<file path="src/rtl/logo_motion_ctrl_pkg.sv">
// Shared VGA definitions for the bouncing-logo controller: visible-area timing,
// reset position, arithmetic widths, FSM state and direction encodings.
package logo_motion_ctrl_pkg;

  localparam int unsigned VGA_H_ACTIVE = 640;
  localparam int unsigned VGA_V_ACTIVE = 480;

  localparam int unsigned POS_W   = 10;  // pixel coordinate width
  localparam int unsigned EXT_W   = 11;  // position intermediates, one bit of headroom
  localparam int unsigned SPD_W   = 3;
  localparam int unsigned ROM_W   = 7;
  localparam int unsigned COLOR_W = 3;

  localparam int unsigned X_RST = 256;
  localparam int unsigned Y_RST = 128;

  typedef enum logic [1:0] {
    ST_WAIT  = 2'd0,
    ST_UPD_X = 2'd1,
    ST_UPD_Y = 2'd2
  } state_t;

  // INC = right / down, DEC = left / up
  typedef enum logic {
    DIR_INC = 1'b0,
    DIR_DEC = 1'b1
  } dir_t;

endpackage

</file>
<file path="src/rtl/logo_motion_ctrl_if.sv">
// Video-side bundle of the logo controller.
//   master: sync generator / consumer side (drives timing, speed, pause)
//   slave : logo_motion_ctrl (drives position, window hit, ROM address, palette)
interface logo_motion_ctrl_if;
  import logo_motion_ctrl_pkg::*;

  logic [POS_W-1:0]   hpos;
  logic [POS_W-1:0]   vpos;
  logic               display_on;
  logic [SPD_W-1:0]   speed;
  logic               pause;
  logic [POS_W-1:0]   logo_x;
  logic [POS_W-1:0]   logo_y;
  logic               logo_hit;
  logic [ROM_W-1:0]   rom_x;
  logic [ROM_W-1:0]   rom_y;
  logic [COLOR_W-1:0] color_offset;
  logic               bounce;

  modport master (
    output hpos, vpos, display_on, speed, pause,
    input  logo_x, logo_y, logo_hit, rom_x, rom_y, color_offset, bounce
  );

  modport slave (
    input  hpos, vpos, display_on, speed, pause,
    output logo_x, logo_y, logo_hit, rom_x, rom_y, color_offset, bounce
  );

endinterface

</file>
<file path="src/rtl/logo_motion_ctrl_axis_bouncer.sv">
// One-axis bounce step: given the current position, direction and speed,
// produce the next position/direction and flag an edge hit. Pure combinational.
//   pos/dir/spd   : current axis state and step size
//   pos_next_c    : clamped next position
//   dir_next_c    : direction after the step (flips on an edge hit)
//   hit_c         : edge reached this step
module axis_bouncer
  import logo_motion_ctrl_pkg::*;
#(
  parameter int unsigned MAX = 512
) (
  input  logic [POS_W-1:0] pos,
  input  dir_t             dir,
  input  logic [SPD_W-1:0] spd,
  output logic [POS_W-1:0] pos_next_c,
  output dir_t             dir_next_c,
  output logic             hit_c
);

  logic [EXT_W-1:0] pos_ext;
  logic [EXT_W-1:0] spd_ext;
  logic [EXT_W-1:0] sum;

  assign pos_ext = EXT_W'(pos);
  assign spd_ext = EXT_W'(spd);
  assign sum     = pos_ext + spd_ext;

  // Clamp to the edge and reverse when the step would reach or pass it
  always_comb begin
    pos_next_c = pos;
    dir_next_c = dir;
    hit_c      = 1'b0;
    if (dir == DIR_INC) begin
      if (sum >= EXT_W'(MAX)) begin
        pos_next_c = POS_W'(MAX);
        dir_next_c = DIR_DEC;
        hit_c      = 1'b1;
      end else begin
        pos_next_c = POS_W'(sum);
      end
    end else begin
      if (pos_ext <= spd_ext) begin
        pos_next_c = '0;
        dir_next_c = DIR_INC;
        hit_c      = 1'b1;
      end else begin
        pos_next_c = POS_W'(pos_ext - spd_ext);
      end
    end
  end

endmodule

</file>
<file path="src/rtl/logo_motion_ctrl.sv">
// Bouncing-logo motion controller. Once per frame, at the start of vertical
// blanking, steps the logo by `speed` pixels on X then Y, bouncing off the
// visible-area edges and rotating the palette on each bounce.
//   clk, rst_n : pixel clock, async active-low reset
//   bus        : slave side of logo_motion_ctrl_if (timing/speed/pause in;
//                position, window hit, ROM address, palette index, bounce out)
module logo_motion_ctrl
  import logo_motion_ctrl_pkg::*;
#(
  parameter int unsigned LOGO_W   = 128,
  parameter int unsigned LOGO_H   = 128,
  parameter int unsigned H_ACTIVE = VGA_H_ACTIVE,
  parameter int unsigned V_ACTIVE = VGA_V_ACTIVE
) (
  input  logic               clk,
  input  logic               rst_n,
  logo_motion_ctrl_if.slave  bus
);

  localparam int unsigned XMAX = H_ACTIVE - LOGO_W;
  localparam int unsigned YMAX = V_ACTIVE - LOGO_H;

  state_t             state_q, state_d;
  logic [SPD_W-1:0]   spd_q;
  logic [POS_W-1:0]   logo_x_q, logo_y_q;
  dir_t               dir_x_q, dir_y_q;
  logic               bx_q;
  logic [COLOR_W-1:0] color_q;
  logic               bounce_q;

  logic               frame_start_c;
  logic               cap_en, x_en, y_en;
  logic [POS_W-1:0]   x_next_c, y_next_c;
  dir_t               dir_x_next_c, dir_y_next_c;
  logic               hit_x_c, hit_y_c;

  // First blanking line, first pixel: occurs once per frame
  assign frame_start_c = (bus.hpos == '0) && (bus.vpos == POS_W'(V_ACTIVE));

  axis_bouncer #(.MAX(XMAX)) u_axis_x (
    .pos(logo_x_q), .dir(dir_x_q), .spd(spd_q),
    .pos_next_c(x_next_c), .dir_next_c(dir_x_next_c), .hit_c(hit_x_c)
  );

  axis_bouncer #(.MAX(YMAX)) u_axis_y (
    .pos(logo_y_q), .dir(dir_y_q), .spd(spd_q),
    .pos_next_c(y_next_c), .dir_next_c(dir_y_next_c), .hit_c(hit_y_c)
  );

  // State register
  always_ff @(posedge clk or negedge rst_n) begin
    if (!rst_n) state_q <= ST_WAIT;
    else        state_q <= state_d;
  end

  // Next state and per-state update strobes
  always_comb begin
    state_d = state_q;
    cap_en  = 1'b0;
    x_en    = 1'b0;
    y_en    = 1'b0;
    case (state_q)
      ST_WAIT: begin
        if (frame_start_c && !bus.pause) begin
          state_d = ST_UPD_X;
          cap_en  = 1'b1;
        end
      end
      ST_UPD_X: begin
        state_d = ST_UPD_Y;
        x_en    = 1'b1;
      end
      ST_UPD_Y: begin
        state_d = ST_WAIT;
        y_en    = 1'b1;
      end
      default: state_d = ST_WAIT;
    endcase
  end

  // Motion datapath; the Y hit is folded in directly so a corner gives one pulse
  always_ff @(posedge clk or negedge rst_n) begin
    if (!rst_n) begin
      spd_q    <= '0;
      logo_x_q <= POS_W'(X_RST);
      logo_y_q <= POS_W'(Y_RST);
      dir_x_q  <= DIR_INC;
      dir_y_q  <= DIR_INC;
      bx_q     <= 1'b0;
      color_q  <= '0;
      bounce_q <= 1'b0;
    end else begin
      bounce_q <= 1'b0;
      if (cap_en) spd_q <= bus.speed;
      if (x_en) begin
        logo_x_q <= x_next_c;
        dir_x_q  <= dir_x_next_c;
        bx_q     <= hit_x_c;
      end
      if (y_en) begin
        logo_y_q <= y_next_c;
        dir_y_q  <= dir_y_next_c;
        bx_q     <= 1'b0;
        if (bx_q || hit_y_c) begin
          bounce_q <= 1'b1;
          color_q  <= color_q + COLOR_W'(1);
        end
      end
    end
  end

  // Window decode against registers that only move during blanking
  assign bus.logo_hit = bus.display_on
                      && (bus.hpos >= logo_x_q)
                      && (EXT_W'(bus.hpos) < EXT_W'(logo_x_q) + EXT_W'(LOGO_W))
                      && (bus.vpos >= logo_y_q)
                      && (EXT_W'(bus.vpos) < EXT_W'(logo_y_q) + EXT_W'(LOGO_H));
  assign bus.rom_x = ROM_W'(bus.hpos - logo_x_q);
  assign bus.rom_y = ROM_W'(bus.vpos - logo_y_q);

  assign bus.logo_x       = logo_x_q;
  assign bus.logo_y       = logo_y_q;
  assign bus.color_offset = color_q;
  assign bus.bounce       = bounce_q;

endmodule

</file>
<file path="src/flat_wrapper.sv">
// flat-port wrapper written by rule: the top's interface ports become plain ports
module logo_motion_ctrl_flat import logo_motion_ctrl_pkg::*;
#(
  parameter int unsigned LOGO_W   = 128,
  parameter int unsigned LOGO_H   = 128,
  parameter int unsigned H_ACTIVE = VGA_H_ACTIVE,
  parameter int unsigned V_ACTIVE = VGA_V_ACTIVE
)
  (clk, rst_n, bus_hpos, bus_vpos, bus_display_on, bus_speed, bus_pause, bus_logo_x, bus_logo_y, bus_logo_hit, bus_rom_x, bus_rom_y, bus_color_offset, bus_bounce);
  logo_motion_ctrl_if bus_i ();
  input  logic clk;
  input  logic rst_n;
  input wire logic [$bits(bus_i.hpos)-1:0] bus_hpos;
  input wire logic [$bits(bus_i.vpos)-1:0] bus_vpos;
  input wire logic [$bits(bus_i.display_on)-1:0] bus_display_on;
  input wire logic [$bits(bus_i.speed)-1:0] bus_speed;
  input wire logic [$bits(bus_i.pause)-1:0] bus_pause;
  output wire logic [$bits(bus_i.logo_x)-1:0] bus_logo_x;
  output wire logic [$bits(bus_i.logo_y)-1:0] bus_logo_y;
  output wire logic [$bits(bus_i.logo_hit)-1:0] bus_logo_hit;
  output wire logic [$bits(bus_i.rom_x)-1:0] bus_rom_x;
  output wire logic [$bits(bus_i.rom_y)-1:0] bus_rom_y;
  output wire logic [$bits(bus_i.color_offset)-1:0] bus_color_offset;
  output wire logic [$bits(bus_i.bounce)-1:0] bus_bounce;
  assign bus_i.hpos = bus_hpos;
  assign bus_i.vpos = bus_vpos;
  assign bus_i.display_on = bus_display_on;
  assign bus_i.speed = bus_speed;
  assign bus_i.pause = bus_pause;
  assign bus_logo_x = bus_i.logo_x;
  assign bus_logo_y = bus_i.logo_y;
  assign bus_logo_hit = bus_i.logo_hit;
  assign bus_rom_x = bus_i.rom_x;
  assign bus_rom_y = bus_i.rom_y;
  assign bus_color_offset = bus_i.color_offset;
  assign bus_bounce = bus_i.bounce;
  logo_motion_ctrl #(.LOGO_W(LOGO_W), .LOGO_H(LOGO_H), .H_ACTIVE(H_ACTIVE), .V_ACTIVE(V_ACTIVE)) u_core (.clk(clk), .rst_n(rst_n), .bus(bus_i));
endmodule
</file>
<file path="config.mk">
export PLATFORM = sky130hd
export DESIGN_NAME = logo_motion_ctrl_flat
export DESIGN_NICKNAME = d
export VERILOG_FILES = /design/src/rtl/logo_motion_ctrl_pkg.sv /design/src/rtl/logo_motion_ctrl_if.sv /design/src/rtl/logo_motion_ctrl_axis_bouncer.sv /design/src/rtl/logo_motion_ctrl.sv /design/src/flat_wrapper.sv
export SDC_FILE = /design/constraint.sdc
export NUM_CORES = 1
export LEC_CHECK = 0
export CAP_MARGIN = 15
export CORE_ASPECT_RATIO = 0.75
export CORE_MARGIN = 4
export CORE_UTILIZATION = 49
export DETAILED_ROUTE_END_ITERATION = 10
export PLACE_DENSITY_LB_ADDON = 0.08
export SKIP_LAST_GASP = 1
export SYNTH_ARGS = -nofsm -noshare
export SYNTH_HDL_FRONTEND = slang
export SYNTH_SLANG_ARGS = --single-unit
</file>
<file path="constraint.sdc">
create_clock -name clk -period 2.75 [get_ports clk]
set_input_delay 0.55 -clock clk [delete_from_list [all_inputs] [get_ports clk]]
set_output_delay 0.55 -clock clk [all_outputs]
set_load 0.03 [all_outputs]
</file>
==> run summary <==
Outcome: complete, but fails checks
Violated checks: setup timing
Vias: 4,075
Arrival time at the worst endpoint: 2.53 ns
Max_slew headroom: 0.562
DRC viols: 0
Core area: 7030 µm²
Site Rows: 26
Power density cells: 209 nW/µm²
Chip height: 82.8 µm
Internal power: 822 µW
Clk network pwr share: 0.333
Pin count of the biggest net entering global routing: 33
Most common cell after layout, fill and taps aside: buf_4
Post-synth EDFFs: 0
Data required, critical path: 2.20 ns
NetSw: 341 µW
RD Place Congestion: 0.911
Number of max-cap violations: 0
Instance area at placement: 4940 µm²
Htree depth: 2
Mapped Nets: 516
Hold/Removal Path Class: reg -> reg
Die Wd: 108 µm
Synth Cell Area: 3660 µm²
Main area contributors after synthesis: dfrtp_1 21%, ha_1 17%, o21ai_0 5.3%, a21oi_1 4.4%, inv_1 4.3%
Peak VDD IR: 0.293 mV
Crit path kind: reg -> out
FMAX: 325 MHz
N_diodes: 0
CTS tree: done
Initial antenna violation count: 0
Commonest non-fill, non-tap cells in the layout: 111 x buf_4, 43 x clkdlybuf4s50_1, 35 x inv_1, 35 x ha_1, 29 x o21ai_0
DP Worst Slack: -0.691 ns
Detailed router's first-iteration violation count: 456
Fraction of registers with async set/reset: 1.00
Pins over their slew limit: 0
Routed vias/inst: 5.89
Hold-fix buffers at CTS: 0
DR WL/cell: 18.1 µm
WHS: 0.528 ns
Worst setup EP type: output pin
Tightest Pin Transition: 0.652 ns
Flop and latch count out of synthesis: 32
Initial Util: 0.521
TritonCTS Buffers: 5
Flop pwr share: 0.405
Crit path launch type: flop
Final Hold Viols: 0
Synth Flop Type: dfrtp_1
Syn-to-layout area delta: 52.2%
Pleak: 0.00244 µW
Area leader, netlist: dfrtp_1
Layout cells sized above 1: 0.348
Total track usage: 0.252
Post-route cell area: 5570 µm²
Worst-Skew Late Latency: 0.28 ns
Synth cell types: 69
Num ports: 66
Sink Count: 32
Root Buffer: clkbuf_8
Final WL: 12.5 mm
Drt first pass iters: 5
Vias in the first global route: 3,772
Port Buffers: 65
Fin crit share: 1.12
RSZ-0062 raised after global routing: true
CTS max path bufs: 2
Synth top area share: 0.205
Routed Antenna Nets: 0
Wire length of the first global-routing pass: 18.6 mm
Final net count: 675
Setup Skew: 0.00594 ns
Final WS setup: -0.329 ns
Final setup violation count: 2
Die ar.: 8930 µm²
Ys Warns: 0
Post-Syn Instances: 434
Fin crit period: 3.08 ns
Fillers: 444
Overall Power: 1160 µW
Switching share of power: 0.293
CP max FO: 2
Part of the power in combinational logic: 0.262
Reg clk slew, reported paths: 0.07 ns
Avg Cell Area, Syn: 8.43 µm²
Remaining Overflow, GRT: 0
Register area share after synthesis: 0.220
Post-DP HPWL: 8.77 mm
-- flip-flops by register name (all words and copies together) (netlist names) --
name,flops
u_core.bus.logo_x,10
u_core.bus.logo_y,10
u_core.bus.color_offset,3
u_core.spd_q,3
u_core.state_q,2
u_core.bus.bounce,1
u_core.bx_q,1
u_core.dir_x_q,1
u_core.dir_y_q,1
-- kinds of logic (layout without fill, tap and decap cells) --
family	Yosys count	count (layout)	share of synthesized area
mux	6	6	0.0185
buf+inv	62	222	0.0687
compound gates	147	147	0.289
xor+xnor	18	18	0.0431
fa+ha+maj	55	55	0.200
simple gates	114	114	0.161
flops	32	32	0.220
-- worst max-delay path: stages (launching register included) --
cell and delay, ns:
dfstp_2 0.54, inv_2 0.05, ha_4 0.26, inv_2 0.04, ha_4 0.21, a2111o_1 0.46
o221ai_2 0.21, o21ai_2 0.13, a211oi_4 0.18, buf_6 0.16
-- layer usage --
| layer | wire length [µm] | up-vias | track usage |
|---|---|---|---|
| met5 | 0 | - | 0 |
| met4 | 160 | 0 | 0.0344 |
| met3 | 1030 | 20 | 0.0326 |
| met2 | 5420 | 197 | 0.388 |
| met1 | 5900 | 1961 | 0.385 |
| li1 | - | 1897 | - |
-- final timing paths --
check | from | to | slack [ns] | depth (start not counted)
min in group asynchronous | rst_n | u_core.bus.logo_x[5] | 0.66 | 2
setup reg to reg | u_core.bus.logo_y[0] | u_core.bus.color_offset[1] | 0.04 | 10
max in group asynchronous | rst_n | u_core.bus.logo_x[8] | 1.73 | 2
setup / recovery | u_core.bus.logo_x[8] | bus_logo_hit | -0.33 | 9
hold / removal | u_core.bus.color_offset[0] | u_core.bus.color_offset[0] | 0.53 | 1
hold reg to reg | u_core.bus.color_offset[0] | u_core.bus.color_offset[0] | 0.53 | 1
-- Yosys cell counts, types with 5 or more instances --
cell type and count:
xnor2_1 14, nor2_1 24, nand2_1 23, nor3_1 9
fa_1 6, nor4_1 6, dfrtp_1 30, nand3_1 16
clkbuf_1 12, inv_1 42, a21oi_1 32, ha_1 49
a22oi_1 5, nand2b_1 6, o21ai_0 39, nor2b_1 13
o21a_1 9, o22ai_1 6
-- stage by stage --
step	cells	TNS, ns	util
2_1_floorplan	434	-0.0846	-
3_3_place_gp	660	-2.55	0.703
3_5_place_dp	660	-2.92	0.703
4_1_cts	677	-0.412	0.743
5_1_grt	692	-1.00	0.792
6_report	692	-0.360	0.792
-- timing repair --
| item | 4_1_cts | 5_1_grt |
|---|---|---|
| hold endpoints to repair | 0 | 0 |
| gates cloned | 0 | 0 |
| gates resized for setup | 49 | 55 |
| pin swaps | 21 | 28 |
| endpoints found under the setup margin | 11 | 29 |
| setup buffers | 10 | 15 |
-- cell type report --
cell class	count	area, µm²	area share
multi-input cells	340	2960	0.532
repair buffers	169	1410	0.254
flip-flops and latches	32	808	0.145
inverters	45	171	0.0308
well taps	98	123	0.0220
clock buffers	6	82.6	0.0148
clock inverters	2	10.0	0.00180
-- power by group through the flow --
stage	logic, µW	registers [µW]	clock network [µW]
after floorplan	123	481	0
after global placement	267	480	0
after detailed placement	274	480	0
after CTS	286	471	390
after global routing	324	471	406
final	304	471	387
(Power assumes the default switching activity.)
